===== config.mk =====
export PLATFORM = sky130hd
export DESIGN_NAME = bitcell_access_controller
export DESIGN_NICKNAME = d
export VERILOG_FILES = /design/src/rtl/bitcell_access_controller.sv
export SDC_FILE = /design/constraint.sdc
export NUM_CORES = 1
export LEC_CHECK = 0
export CORE_MARGIN = 8
export CORE_UTILIZATION = 40
export CTS_BUF_LIST = sky130_fd_sc_hd__clkbuf_8
export CTS_CLUSTER_DIAMETER = 150
export CTS_CLUSTER_SIZE = 24
export DETAILED_ROUTE_END_ITERATION = 10
export PLACE_DENSITY = 0.74
export SLEW_MARGIN = 10
export SYNTH_ARGS = -nofsm -noshare
export SYNTH_HDL_FRONTEND = slang
export SYNTH_SLANG_ARGS = --single-unit

===== constraint.sdc =====
create_clock -name clk -period 2.72 [get_ports clk]
set_input_delay 0.816 -clock clk [delete_from_list [all_inputs] [get_ports clk]]
set_output_delay 0.816 -clock clk [all_outputs]
set_load 0.005 [all_outputs]

===== src/rtl/bitcell_access_controller.sv =====
// Two-requester access sequencer for the NAND-latch bitcell array: arbitrates, then drives
// decoder adr/select with a one-cycle guard band on each side of select. Build macro: FIXED_PRIO_EN.
//
// state  | meaning
// IDLE   | waiting, req sampled only here
// SETUP  | mem_adr driven, select still low
// ACCESS | select high for ACCESS_CYCLES cycles
// HOLD   | select low, mem_adr held
// DONE   | ack pulse to the winner
module bitcell_access_controller #(
    parameter int ADR_W         = 3,
    parameter int DATA_W        = 8,
    parameter int ACCESS_CYCLES = 2    // must be >= 1
) (
    input  logic              clk,
    input  logic              rst_n,
    input  logic [1:0]        req,
    input  logic [1:0]        we_in,
    input  logic [ADR_W-1:0]  adr0,
    input  logic [ADR_W-1:0]  adr1,
    input  logic [DATA_W-1:0] wdata0,
    input  logic [DATA_W-1:0] wdata1,
    output logic [1:0]        ack,
    output logic [DATA_W-1:0] rdata,
    output logic              busy,
    output logic [ADR_W-1:0]  mem_adr,
    output logic              mem_select,
    output logic              mem_we,
    output logic [DATA_W-1:0] mem_wdata,
    input  logic [DATA_W-1:0] mem_rdata
);

    localparam int CNT_W = (ACCESS_CYCLES > 1) ? $clog2(ACCESS_CYCLES) : 1;
    localparam logic [CNT_W-1:0] CNT_LOAD = CNT_W'(ACCESS_CYCLES - 1);

    typedef enum logic [2:0] {
        IDLE   = 3'd0,
        SETUP  = 3'd1,
        ACCESS = 3'd2,
        HOLD   = 3'd3,
        DONE   = 3'd4
    } state_t;

    state_t state, state_next;

    logic              grant;
    logic              last_grant;
    logic              win;
    logic              we_lat;
    logic [ADR_W-1:0]  adr_lat;
    logic [DATA_W-1:0] wdata_lat;
    logic [CNT_W-1:0]  cnt;

    logic [1:0]        ack_d;
    logic [DATA_W-1:0] rdata_d;
    logic              busy_d;
    logic [ADR_W-1:0]  mem_adr_d;
    logic              mem_select_d;
    logic              mem_we_d;
    logic [DATA_W-1:0] mem_wdata_d;

    always_comb begin
        grant = 1'b0;
        case (req)
            2'b01:   grant = 1'b0;
            2'b10:   grant = 1'b1;
`ifdef FIXED_PRIO_EN
            2'b11:   grant = 1'b0;
`else
            2'b11:   grant = ~last_grant;
`endif
            default: grant = 1'b0;
        endcase
    end

    // Winner's request is captured at the IDLE edge; the requester may change it afterwards.
    always_ff @(posedge clk or negedge rst_n) begin
        if (!rst_n) begin
            win        <= 1'b0;
            we_lat     <= 1'b0;
            adr_lat    <= '0;
            wdata_lat  <= '0;
            last_grant <= 1'b1;
        end else if (state == IDLE && req != 2'b00) begin
            win       <= grant;
            we_lat    <= we_in[grant];
            adr_lat   <= grant ? adr1 : adr0;
            wdata_lat <= grant ? wdata1 : wdata0;
`ifndef FIXED_PRIO_EN
            last_grant <= grant;
`endif
        end
    end

    always_ff @(posedge clk or negedge rst_n) begin
        if (!rst_n) begin
            cnt <= '0;
        end else if (state == SETUP) begin
            cnt <= CNT_LOAD;
        end else if (state == ACCESS && cnt != '0) begin
            cnt <= cnt - CNT_W'(1);
        end
    end

    always_ff @(posedge clk or negedge rst_n) begin
        if (!rst_n) begin
            state <= IDLE;
        end else begin
            state <= state_next;
        end
    end

    always_comb begin
        state_next = state;
        case (state)
            IDLE:    if (req != 2'b00) state_next = SETUP;
            SETUP:   state_next = ACCESS;
            ACCESS:  if (cnt == '0) state_next = HOLD;
            HOLD:    state_next = DONE;
            DONE:    state_next = IDLE;
            default: state_next = IDLE;
        endcase
    end

    // Output values are computed for the state being entered, so every output is a flop.
    always_comb begin
        ack_d        = 2'b00;
        busy_d       = (state_next != IDLE);
        mem_adr_d    = mem_adr;
        mem_select_d = 1'b0;
        mem_we_d     = 1'b0;
        mem_wdata_d  = mem_wdata;
        rdata_d      = rdata;
        case (state_next)
            SETUP:   mem_adr_d = grant ? adr1 : adr0;
            ACCESS: begin
                mem_select_d = 1'b1;
                mem_we_d     = we_lat;
                mem_wdata_d  = wdata_lat;
            end
            DONE:    ack_d = win ? 2'b10 : 2'b01;
            default: ;
        endcase
        if (state == ACCESS && cnt == '0 && !we_lat) begin
            rdata_d = mem_rdata;
        end
    end

    always_ff @(posedge clk or negedge rst_n) begin
        if (!rst_n) begin
            ack        <= 2'b00;
            rdata      <= '0;
            busy       <= 1'b0;
            mem_adr    <= '0;
            mem_select <= 1'b0;
            mem_we     <= 1'b0;
            mem_wdata  <= '0;
        end else begin
            ack        <= ack_d;
            rdata      <= rdata_d;
            busy       <= busy_d;
            mem_adr    <= mem_adr_d;
            mem_select <= mem_select_d;
            mem_we     <= mem_we_d;
            mem_wdata  <= mem_wdata_d;
        end
    end

endmodule

==> summary.md <==
| Metric | Value |
|---|---|
| Sink Count | 39 |
| Worst skew pair latency | between 200 and 300 ps |
| Wirelength per Cell | about 17 um |
| Initial antenna violation count | 0 |
| Final period util | about four fifths |
| Slew headroom | between 40% and 50% |
| Placed instance count | 220 |
| Final Non-Filler Cells | around 230 |
| Synth cell types | 27 |
| Synth Instances | 117 |
| CP arrival | roughly 2400 ps |
| CP max FO | 13 |
| RR Startpoint | state[0]$_DFF_PN0_ |
| Post-CTS Setup Inserts | 0 |
| Placer Congestion | ~0.74 |
| Most frequent cell after synthesis | dfrtp_1 |
| Post-DP HPWL | ~3000 um |
| R2R Path End | wdata_lat[1]$_DFFE_PN0P_ |
| Number of synthesized register bits | 39 |
| Syn_area_per_cell | around 14 sq um |
| DR WL met2 | around 1800 um |
| Number of I/O pins | 60 |
| Outcome | finished, final reports clean |
| Clk Tree Root Cell | clkbuf_8 |
| Share of layout cells above drive strength 1 | around 18% |
| YS warnings | 0 |
| Cts repair resizes | 0 |
| Worst slew pin tran | around 860 ps |
| Pre-antenna DRT Iters | 4 |
| Met1 Routed Length | between 1500 and 2000 um |
| Reg2reg setup slack | between 900 and 1000 ps |
| Area share of the largest cell type after synthesis | 58.91% |
| Reg2Reg Depth | 3 |
| Tot GR Track Use | 12.88% |
| Worst EP required | 2920 ps |
| # hold bufs at CTS | 0 |
| Hold EP | ack[0]$_DFF_PN0_ |
| Crit path launch type | input pin |
| CTS max path bufs | 2 |
| Number of synthesized flops with an enable pin | 0 |
| Standard-cell row count | 23 |
| Crit Path Class | in -> reg |
| Ant. Diodes | 0 |
| DRT antenna net count | 0 |
| Worst ir drop on vdd | approximately 0.50 mV |
| Syn nets | approximately 150 |
| Register area share after synthesis | roughly three fifths |
| Master of the slowest instance on the critical path | nor2b_1 |
| Final Critical Period | 2198 ps |
| Worst stage delay on the critical path | around 670 ps |
| Initial drt markers | 68 |
| Hold path depth | 1 |
| Final #Nets | around 210 |
| Die height | around 80 um |
| First-pass GRT wire length | 6465 um |
| Pins Over Slew Limit | 0 |
| Number of global-route vias before repair | around 1400 |
| # setup viols final | 0 |
| Die area | between 6000 and 7000 sq um |
| CTS H-tree lvls | 2 |
| Cells along the critical path | clkdlybuf4s50_1, nor2b_1, o32ai_1, a2bb2oi_1 |
| Power Density | 1143 nW/um^2 |
| Setup TNS | 0 ps |
| WL met3 | slightly above 400 um |
| Syn Std Cell Area | 1614 sq um |
| Total of max-cap violations | 0 |
| Leak pwr | roughly 0.00095 uW |
| I/O Buffers | 59 |
| Max Clock Freq | approximately 460 MHz |
| Final Hold Violating Endpoints | 0 |
| Post-synth top area cell | dfrtp_1 |
| CTS Buf Count | 5 |
| Fraction of registers with async set/reset | 100.0% |
| Synth area leaders | dfrtp_1 59%, mux2_2 11%, o32ai_1 6.5% |
| Starting Density | about two fifths |
| Top routing layer used | met4 |
| Die W | around 80 um |
| Largest net degree at the start of global routing | 40 |
| Detailed Route WL | between 3000 and 4000 um |
| Class of the tightest hold or removal check | reg -> reg |
| Crit end category | flip-flop |
| P&R area growth vs syn | 45.74% |
| Global route total overflow | 0 |
| Min-delay src | win$_DFFE_PN0P_ |
| Vias | between 1000 and 1500 |
| Most frequent cells after synthesis | 38 x dfrtp_1, 16 x mux2_2, 12 x o32ai_1 |
| Core area | 3943 sq um |
| CTS tree | yes |
| Clock Pin Slew Worst Setup and Hold Paths | around 80 ps |
| DRC | 0 |
| Vias/cell | ~5.3 |
| Worst Skew | between 4 and 5 ps |
| Unrepaired setup endpoints after global routing | no |
| Top FF cell, synth | dfrtp_1 |
==> layout make-up <==
class	instances	area (sq um)
Clock buffer	6	82.58
Clock inverter	2	35.03
Fill cell	282	1590
Inverter	5	18.77
Multi-Input combinational cell	66	583.1
Sequential cell	39	977.2
Tap cell	50	62.56
Timing Repair Buffer	60	593.1
==> per-stage QoR <==
stage / setup WS, ps / utilization, % / cell area (sq um) / hold slack (ps) / power (uW)
6_report: 522.4 / 59.66 / 2352 / 484.7 / 2689
3_5_place_dp: 266.1 / 56.68 / 2235 / 473.8 / 2221
5_1_grt: 441.8 / 59.66 / 2352 / 508.6 / 2863
2_1_floorplan: 1085 / - / 1614 / 422.6 / 1678
3_3_place_gp: 323.6 / 56.68 / 2235 / 459.7 / 2164
4_1_cts: 540.4 / 59.66 / 2352 / 490.9 / 2732
==> kinds of logic (layout without fill, tap and decap cells) <==
logic type      count (synthesis)  in the layout  share of synthesized area, %
flops                          39             39                         60.54
compound gates                 33             33                         17.83
mux                            16             16                         11.16
simple gates                   16             16                         6.589
buf+inv                        12             73                         3.333
xor+xnor                        1              1                        0.5427
==> state kept, by name, summed over array words and instances (netlist names), 2 cells and up <==
register and count:
ack 2, rdata 8, state 3, mem_adr 3, wdata_lat 8, mem_wdata 8
==> report_power, final <==
group          total (uW)  switching (uW)  internal [uW]
logic                1130             440            691
clock network         496             199            297
registers            1060             197            864
total                2690             836           1850
==> routing by layer <==
| metal | vias up | track usage (%) |
|---|---|---|
| met5 | - | 0 |
| met4 | 0 | 3.889 |
| met3 | 4 | 6.532 |
| met2 | 57 | 20.13 |
| met1 | 596 | 15.05 |
| li1 | 558 | - |
==> cells in the final DEF, fill, tap and decap left out, types with 2 or more instances in the layout <==
cell / netlist / final
nand2_1: 3 / 3
o21ai_0: 3 / 3
nor2b_1: 2 / 2
nor2_1: 5 / 5
dfrtp_1: 38 / 38
mux2_2: 16 / 16
inv_1: 5 / 5
clkdlybuf4s50_1: 0 / 58
a2bb2oi_1: 11 / 11
clkbuf_8: 0 / 6
o32ai_1: 12 / 12
==> how the worst max path moves through the flow <==
| stage | start | end | slack, ps | cells after the start |
|---|---|---|---|---|
| finish | req[1] | wdata_lat[1]$_DFFE_PN0P_ | 520 | 4 |
| global route | req[1] | wdata_lat[1]$_DFFE_PN0P_ | 440 | 4 |
| CTS | req[1] | wdata_lat[1]$_DFFE_PN0P_ | 540 | 4 |
| detailed placement | req[1] | wdata_lat[1]$_DFFE_PN0P_ | 270 | 4 |
| global placement | req[1] | we_lat$_DFFE_PN0P_ | 320 | 4 |
| floorplan | req[1] | mem_adr[0]$_DFFE_PN0N_ | 1080 | 4 |
==> critical path, delay by kind of cell <==
| kind | cells | cell delay, ps |
|---|---|---|
| buffers and inverters | 1 | 510 |
| AO/OA/AOI/OAI | 2 | 410 |
| AND/OR/NAND/NOR | 1 | 670 |
(Power assumes the default switching activity.)
